==> src/rtl/spram_rr_arbiter_pkg.sv <==
// Shared defaults and encodings for the round-robin single-port RAM arbiter.
package spram_rr_arbiter_pkg;
  localparam int WIDTH_DEF = 8;
  localparam int DEPTH_DEF = 3;

  typedef enum logic {ST_INIT = 1'b0, ST_RUN = 1'b1} state_e;

  localparam logic SEL_A = 1'b0;
  localparam logic SEL_B = 1'b1;
endpackage

==> src/rtl/spram_rr_arbiter_ram.sv <==
// Single-port RAM hard block model: synchronous write, registered read-first output.
module single_port_ram #(
  parameter int WIDTH = 8,
  parameter int DEPTH = 3
) (
  input  logic             clk,
  input  logic             we,
  input  logic [DEPTH-1:0] addr,
  input  logic [WIDTH-1:0] data,
  output logic [WIDTH-1:0] out
);
  logic [WIDTH-1:0] mem [2**DEPTH];

  always_ff @(posedge clk) begin
    if (we) mem[addr] <= data;
    out <= mem[addr];
  end
endmodule

==> src/rtl/spram_rr_arbiter.sv <==
// Two-client round-robin arbiter sharing one single-port RAM; zero-sweeps the RAM after reset.
module spram_rr_arbiter
  import spram_rr_arbiter_pkg::*;
#(
  parameter int WIDTH = WIDTH_DEF,
  parameter int DEPTH = DEPTH_DEF
) (
  input  logic             clock,
  input  logic             reset,
  input  logic             req_a,
  input  logic             we_a,
  input  logic [DEPTH-1:0] addr_a,
  input  logic [WIDTH-1:0] data_a,
  output logic             gnt_a,
  output logic             rvalid_a,
  output logic [WIDTH-1:0] rdata_a,
  input  logic             req_b,
  input  logic             we_b,
  input  logic [DEPTH-1:0] addr_b,
  input  logic [WIDTH-1:0] data_b,
  output logic             gnt_b,
  output logic             rvalid_b,
  output logic [WIDTH-1:0] rdata_b,
  output logic             init_done
);
  localparam logic [DEPTH:0] INIT_LAST = {1'b0, {DEPTH{1'b1}}};

  state_e           state, state_next;
  logic [DEPTH:0]   init_cnt;
  logic             prio;
  logic             ram_we;
  logic [DEPTH-1:0] ram_addr;
  logic [WIDTH-1:0] ram_data;
  logic [WIDTH-1:0] ram_out;

  // Grants are suppressed while reset is high so no access lands on the reset edge.
  always_comb begin
    gnt_a = 1'b0;
    gnt_b = 1'b0;
    if (state == ST_RUN && !reset) begin
      if (req_a && (!req_b || prio == SEL_A)) gnt_a = 1'b1;
      else if (req_b)                         gnt_b = 1'b1;
    end
  end

  always_comb begin
    state_next = state;
    if (state == ST_INIT && init_cnt == INIT_LAST) state_next = ST_RUN;
  end

  always_comb begin
    ram_we   = 1'b0;
    ram_addr = '0;
    ram_data = '0;
    if (state == ST_INIT) begin
      ram_we   = 1'b1;
      ram_addr = init_cnt[DEPTH-1:0];
    end else if (gnt_a) begin
      ram_we   = we_a;
      ram_addr = addr_a;
      ram_data = data_a;
    end else if (gnt_b) begin
      ram_we   = we_b;
      ram_addr = addr_b;
      ram_data = data_b;
    end
  end

  always_ff @(posedge clock) begin
    if (reset) begin
      state    <= ST_INIT;
      init_cnt <= '0;
      prio     <= SEL_A;
      rvalid_a <= 1'b0;
      rvalid_b <= 1'b0;
    end else begin
      state    <= state_next;
      rvalid_a <= gnt_a & ~we_a;
      rvalid_b <= gnt_b & ~we_b;
      if (state == ST_INIT) init_cnt <= init_cnt + 1'b1;
      if (gnt_a)      prio <= SEL_B;
      else if (gnt_b) prio <= SEL_A;
    end
  end

  single_port_ram #(.WIDTH(WIDTH), .DEPTH(DEPTH)) ram0 (
    .clk  (clock),
    .we   (ram_we),
    .addr (ram_addr),
    .data (ram_data),
    .out  (ram_out)
  );

  assign init_done = (state == ST_RUN);
  assign rdata_a   = rvalid_a ? ram_out : '0;
  assign rdata_b   = rvalid_b ? ram_out : '0;
endmodule

==> config.mk <==
export PLATFORM = sky130hd
export DESIGN_NAME = spram_rr_arbiter
export DESIGN_NICKNAME = d
export VERILOG_FILES = /design/src/rtl/spram_rr_arbiter_pkg.sv /design/src/rtl/spram_rr_arbiter_ram.sv /design/src/rtl/spram_rr_arbiter.sv
export SDC_FILE = /design/constraint.sdc
export NUM_CORES = 1
export LEC_CHECK = 0
export ABC_AREA = 1
export BUFFER_PORTS_ARGS = -buffer_cell sky130_fd_sc_hd__buf_2
export CAP_MARGIN = 20
export CORE_ASPECT_RATIO = 1.25
export CORE_MARGIN = 8
export CORE_UTILIZATION = 30
export CTS_BUF_LIST = sky130_fd_sc_hd__clkbuf_4 sky130_fd_sc_hd__clkbuf_8
export CTS_CLUSTER_SIZE = 28
export DETAILED_ROUTE_END_ITERATION = 10
export PLACE_DENSITY = 0.5
export SLEW_MARGIN = 20
export SYNTH_ARGS = -nofsm -noshare
export SYNTH_HDL_FRONTEND = slang
export SYNTH_SLANG_ARGS = --single-unit
==> constraint.sdc <==
create_clock -name clock -period 6.5 [get_ports clock]
set_clock_uncertainty 0.15 [all_clocks]
set_input_delay 0.975 -clock clock [delete_from_list [all_inputs] [get_ports clock]]
set_output_delay 0.975 -clock clock [all_outputs]
set_load 0.02 [all_outputs]
==> results of run 1 <==
[cell type report]
type	instances	area, sq um
Inverter	108	405
Timing Repair Buffer	48	240
Multi-Input combinational cell	201	990
Clock buffer	9	124
Sequential cell	80	2240
Fill cell	1238	7860
Clock inverter	6	36.3
Tap cell	164	205
[cell families (layout without fill, tap and decap cells)]
family,count (synthesis),in the layout,synth area share
adders and majority gates,1,1,0.00337
DFF,80,80,0.604
and+or+nand+nor,183,183,0.232
buffers and inverters,120,171,0.129
AOI/OAI and AO/OA,17,17,0.0317
[layer usage]
layer | share of wire | track usage
met5 | 0 | 0
met4 | 0.024 | 0.0603
met3 | 0.061 | 0.0249
met2 | 0.45 | 0.179
met1 | 0.46 | 0.149
[synthesized netlist by cell type, drive strengths merged]
cell type / n
nand2: 102
nand4: 24
a21oi: 5
nor3: 1
nor2: 19
edfxtp: 64
o31ai: 1
o21ai: 3
a22o: 8
ha: 1
clkbuf: 2
nand3: 37
dfxtp: 16
inv: 108
buf: 10
[layout by cell type (no fill, tap or decap)]
| master | synthesis | layout |
|---|---|---|
| nand2_2 | 2 | 2 |
| dfxtp_1 | 16 | 16 |
| edfxtp_1 | 64 | 64 |
| a21oi_1 | 5 | 5 |
| nand3_4 | 1 | 1 |
| o31ai_1 | 1 | 1 |
| a22o_1 | 8 | 8 |
| nor2_2 | 1 | 1 |
| clkinv_4 | 0 | 1 |
| inv_6 | 0 | 1 |
| o21ai_0 | 3 | 3 |
| clkinvlp_4 | 0 | 1 |
| nor2_1 | 14 | 14 |
| nor3_1 | 1 | 1 |
| clkbuf_8 | 0 | 9 |
| nand3_1 | 33 | 33 |
| ha_1 | 1 | 1 |
| nand4_1 | 24 | 24 |
| nor2_4 | 4 | 4 |
| nand2_1 | 100 | 100 |
| buf_2 | 6 | 48 |
| inv_2 | 7 | 7 |
| nand3_2 | 3 | 3 |
| inv_1 | 101 | 101 |
| clkinv_1 | 0 | 3 |
[final timing paths]
path	from	to	slack [ns]	cells after the start
worst max-delay path	reset	ram0.mem[5][2]$_DFFE_PP_	3.09	8
worst min-delay path	init_cnt[3]$_SDFFE_PP0N_	init_cnt[3]$_SDFFE_PP0N_	0.30	1
worst min register to register	init_cnt[3]$_SDFFE_PP0N_	init_cnt[3]$_SDFFE_PP0N_	0.30	1
worst max register to register	init_done$_SDFFE_PP0P_	ram0.mem[6][0]$_DFFE_PP_	3.36	6
[stage by stage]
stage	hold slack, ns	instances
5_1_grt	0.314	616
6_report	0.298	616
4_1_cts	0.301	616
2_1_floorplan	0.272	401
3_5_place_dp	0.288	601
3_3_place_gp	0.294	601
[flip-flops by register name, summed over array words and instances (netlist names)]
register,flops
prio,1
rvalid_a,1
init_cnt,4
ram0.mem,64
init_done,1
ram0.out,8
rvalid_b,1
[power by group through the flow]
stage          clock [W]  sequential, W  combinational [W]
3_5_place_dp           0       0.000611           0.000109
6_report        0.000314       0.000599           0.000109
5_1_grt         0.000342       0.000602           0.000124
3_3_place_gp           0       0.000610           0.000109
2_1_floorplan          0       0.000607          0.0000783
4_1_cts         0.000324       0.000599           0.000109
==> metrics, run 1 <==
final setup fails 0; Fin. Hold Viols 0; Pwr Total 0.00102 W; synth warn 0; sequential area share after synthesis 0.604; period utilization 0.524; antenna violations before repair 0; pre-CTS setup slack between 2 and 3 ns; max cap viols 0; Std-Cell Rows 45; status completed; final instance area 0.00424 sq mm; chip width between 100 and 150 microns; Mean Syn Cell Area 9.26 sq um; routability cong. 0.887; Avg WL per Cell 14.6 microns; grt ovf 0; IO Count slightly below 50; Sequential Power Share 0.586; Final Util 0.350; Post-CTS Repair Setup Buffers 0; P_int 0.000755 W; Crit path top cell by count nand2_2; switching power of the nets 0.000267 W; post-layout net count 477; Pre-antenna DRT Iters 5; max-slew violation count 0; Max-slew headroom 0.473; CTS Root Cell clkbuf_8; Synth Instances 401; largest delay contributor family on the critical path simple AND/OR/NAND/NOR gates; GRT Util Overall 0.116; VDD IR max 0.0806 mV; worst path cell trace buf_2, inv_1, nand2_2, nor2_4, nand2_2, nand3_4, nand2_1, nor2_1; proportion of layout cells with a drive suffix above 1 0.173; setup tns final 0 ns; largest net degree at the start of global routing 35; Tightest Pin Transition 0.789 ns; min cycle time layout around 3.4 ns; diode count 0; clk slew on worst S/H paths 0.08 ns; vias in the first global route 2669; die area 0.0162 sq mm; number of synthesized register bits 80; Die Ht between 100 and 150 microns; PostCTS Resize Cnt 0; Initial Util 0.307; wirelength, routed approximately 9000 microns; I/O Buffers 48; core area 0.0121 sq mm; largest cells by area after synthesis edfxtp_1 (52%), inv_1 (10%), nand2_1 (10%); leakage 2.10 nW; cts bufs inserted 9; Max stage delay on crit path 0.55 ns; Setup CP Type primary input to flop; Clock Latency Late Sink 0.36 ns; Crit-path slowest cell nor2_1; DPL Wire Length 6830 microns; CP Capture Type flop; crit start category primary input; worst path bufs/invs 2; Residual DRC 0; area leader, netlist edfxtp_1; total number of vias 2718; CP required 6.35 ns; Mapped Area 0.00371 sq mm; Syn Nets 430; fraction of power consumed by combinational cells 0.106; type of the worst min-delay path flop to flop; Final ANT Viol Nets 0; # hold bufs at CTS 0; CTS Buffer Depth 2; vias per cell 4.41; Area after DPL ~0.0041 sq mm; Clock power frac 0.307; RSZ-0062 raised after global routing no; post-route setup slack 3.09 ns; Net Sw Frac 0.261; worst path arrival time 3.25 ns; TritonCTS Sinks 80; CTS H-tree depth 3; Yosys cell types 23; Highest Clock Rate 0.294 GHz; CTS tree yes; global-route wire length before repair 14100 microns; Area Growth Syn to Fin 14.3%; initial drt markers 200; critical path peak fanout 34; area share of the largest cell type after synthesis 0.518; PwrDens 241 mW/mm^2
Note: power is estimated with default switching activity, not from simulation.
==> run 2, diff against run 1 <==
Settings changed: PLACE_DENSITY 0.5 to 0.52.
Clock period 6.5 ns to 3.1 ns, I/O delays scaled along.
==> metrics, run 2 (synthesized netlist as in run 1, its figures left out) <==
Die Ht 140 microns (unchanged); # hold bufs at CTS 0 (unchanged); Pre-antenna DRT Iters 4 (was 5); global-route track usage on met3 0.0228 (was 0.0249); crit start category flop (was primary input); die area 0.0162 sq mm (unchanged); Crit-path slowest cell dfxtp_1 (was nor2_1); status completed (unchanged); worst path arrival time 2.40 ns (was 3.25 ns); commonest non-fill, non-tap cell in the layout inv_1 (unchanged); period utilization 0.824; largest registers ram0.mem x64, ram0.out x8, init_cnt x4 (unchanged); TritonCTS Sinks 80 (unchanged); Setup CP Type flop to flop (was primary input to flop); post-layout net count 485 (was 477); Fin. Hold Viols 0 (unchanged); most flop-heavy register ram0.mem (unchanged); min cycle time layout approximately 2.6 ns; CTS H-tree depth 3 (unchanged); Residual DRC 0 (unchanged); Largest register FFs 64 (unchanged); PostCTS Resize Cnt 0 (unchanged); placed insts 609 (was 601); Std-Cell Rows 45 (unchanged); critical path peak fanout 14 (was 34); met2 Resource Use GR 0.180 (was 0.179); Tightest Pin Transition 0.667 ns (was 0.789 ns); CP required 2.94 ns (was 6.35 ns); largest delay contributor family on the critical path simple AND/OR/NAND/NOR gates (unchanged); IO Count 49 (unchanged); GRT Util Overall 0.112 (was 0.116); pre-CTS setup slack 0.323 ns (was 2.69 ns); proportion of layout cells with a drive suffix above 1 0.193 (was 0.173); CTS Root Cell clkbuf_8 (unchanged); clk slew on worst S/H paths 0.08 ns (about the same); max-slew violation count 0 (unchanged); diode count 0 (unchanged); Final ANT Viol Nets 0 (unchanged); Max stage delay on crit path 0.48 ns (was 0.55 ns); worst path bufs/invs 1 (was 2); cts bufs inserted 9 (unchanged); VDD IR max 0.178 mV (was 0.0806 mV); most frequent cells in the layout inv_1 (101), nand2_1 (100), edfxtp_1 (64) (unchanged); Area after DPL 0.00414 sq mm (was 0.00408 sq mm); leakage 2.15 nW (was 2.10 nW); Area Growth Syn to Fin 16.4% (was 14.3%); initial drt markers 180 (was 200); Final Util 0.357 (was 0.350); Highest Clock Rate between 0.3 and 0.4 GHz; largest net degree at the start of global routing 25 (was 35); setup tns final 0 ns (unchanged); final instance area 0.00432 sq mm (was 0.00424 sq mm); CP Capture Type flop (unchanged); CTS Buffer Depth 2 (unchanged); grt ovf 0 (unchanged); I/O Buffers 48 (unchanged); wirelength, routed 8670 microns (was 8990 microns); Max-slew headroom 0.553 (was 0.473); core area 0.0121 sq mm (unchanged); antenna violations before repair 0 (unchanged); post-route setup slack 0.544 ns (was 3.09 ns); routability cong. 0.849 (was 0.887); Clock Latency Late Sink 0.35 ns (was 0.36 ns); gr busiest metal met2 (unchanged); RSZ-0062 raised after global routing no (unchanged); vias per cell 4.30 (was 4.41); chip width 115 microns (unchanged); PwrDens 506 mW/mm^2 (was 241 mW/mm^2); type of the worst min-delay path primary input to flop (was flop to flop); CTS tree yes (unchanged); worst path cell trace nand2_2, nor2_4, nand2_1, nand2_1, nor2_1, nor2_4, inv_1, nor2_1 (was buf_2, inv_1, nand2_2, nor2_4, nand2_2, nand3_4, nand2_1, nor2_1); Post-CTS Repair Setup Buffers 0 (unchanged); final setup fails 0 (unchanged); M1 GR Usage 0.137 (was 0.149); max cap viols 0 (unchanged); Initial Util 0.307 (unchanged); Avg WL per Cell 13.9 microns (was 14.6 microns); global-route wire length before repair 13800 microns (was 14100 microns); fin cells 625 (was 616); total number of vias 2689 (was 2718); DPL Wire Length 6590 microns (was 6830 microns); vias in the first global route 2700 (was 2669)
-- run 2: changes by cell type in the layout (fill, tap and decap cells not counted) --
cell | before | now
clkinv_4 | 1 | 0
clkinvlp_4 | 1 | 2
clkbuf_8 | 9 | 10
clkinv_2 | 0 | 1
buf_4 | 0 | 8
clkinv_1 | 3 | 1
clkbuf_4 | 0 | 1
-- run 2: per-stage QoR --
| step | hold WS (ns) | total power [W] |
|---|---|---|
| 5_1_grt | 0.140 | 0.00228 |
| 3_3_place_gp | 0.285 | 0.00151 |
| 2_1_floorplan | 0.272 | 0.00144 |
| 6_report | 0.140 | 0.00219 |
| 4_1_cts | 0.122 | 0.00221 |
| 3_5_place_dp | 0.294 | 0.00152 |
-- run 2: worst reg2reg max path, cell delays in order, from the launching register on --
cell	delay [ns]
dfxtp_1	0.48
nand2_2	0.16
nor2_4	0.35
nand2_1	0.16
nand2_1	0.10
nor2_1	0.06
nor2_4	0.17
inv_1	0.09
nor2_1	0.48
-- run 2: path summary, 6_finish.rpt --
kind | startpoint | endpoint | slack [ns] | depth (start not counted)
max | init_done$_SDFFE_PP0P_ | ram0.mem[4][0]$_DFFE_PP_ | 0.54 | 8
min | we_a | rvalid_a$_SDFF_PP0_ | 0.14 | 2
max reg2reg | init_done$_SDFFE_PP0P_ | ram0.mem[4][0]$_DFFE_PP_ | 0.54 | 8
min reg2reg | init_cnt[3]$_SDFFE_PP0N_ | init_cnt[3]$_SDFFE_PP0N_ | 0.31 | 1
-- run 2: power by group --
group	total (W)	internal [W]	switching [W]
clock	0.000696	0.000320	0.000375
combinational	0.000234	0.0000791	0.000155
sequential	0.00126	0.00123	0.0000279
total	0.00219	0.00163	0.000558
-- run 2: routing by layer --
metal,up-vias,share of wire
li1,1378,-
met1,1225,0.47
met2,73,0.46
met3,13,0.051
met4,0,0.018
met5,-,0
-- run 2: final cells by class --
| type | count | area, sq um |
|---|---|---|
| clock buffers | 11 | 145 |
| fillers | 1224 | 7780 |
| clock inverters | 5 | 32.5 |
| repair buffers | 56 | 300 |
| well taps | 164 | 205 |
| flip-flops and latches | 80 | 2240 |
| multi-input cells | 201 | 990 |
| inverters | 108 | 405 |
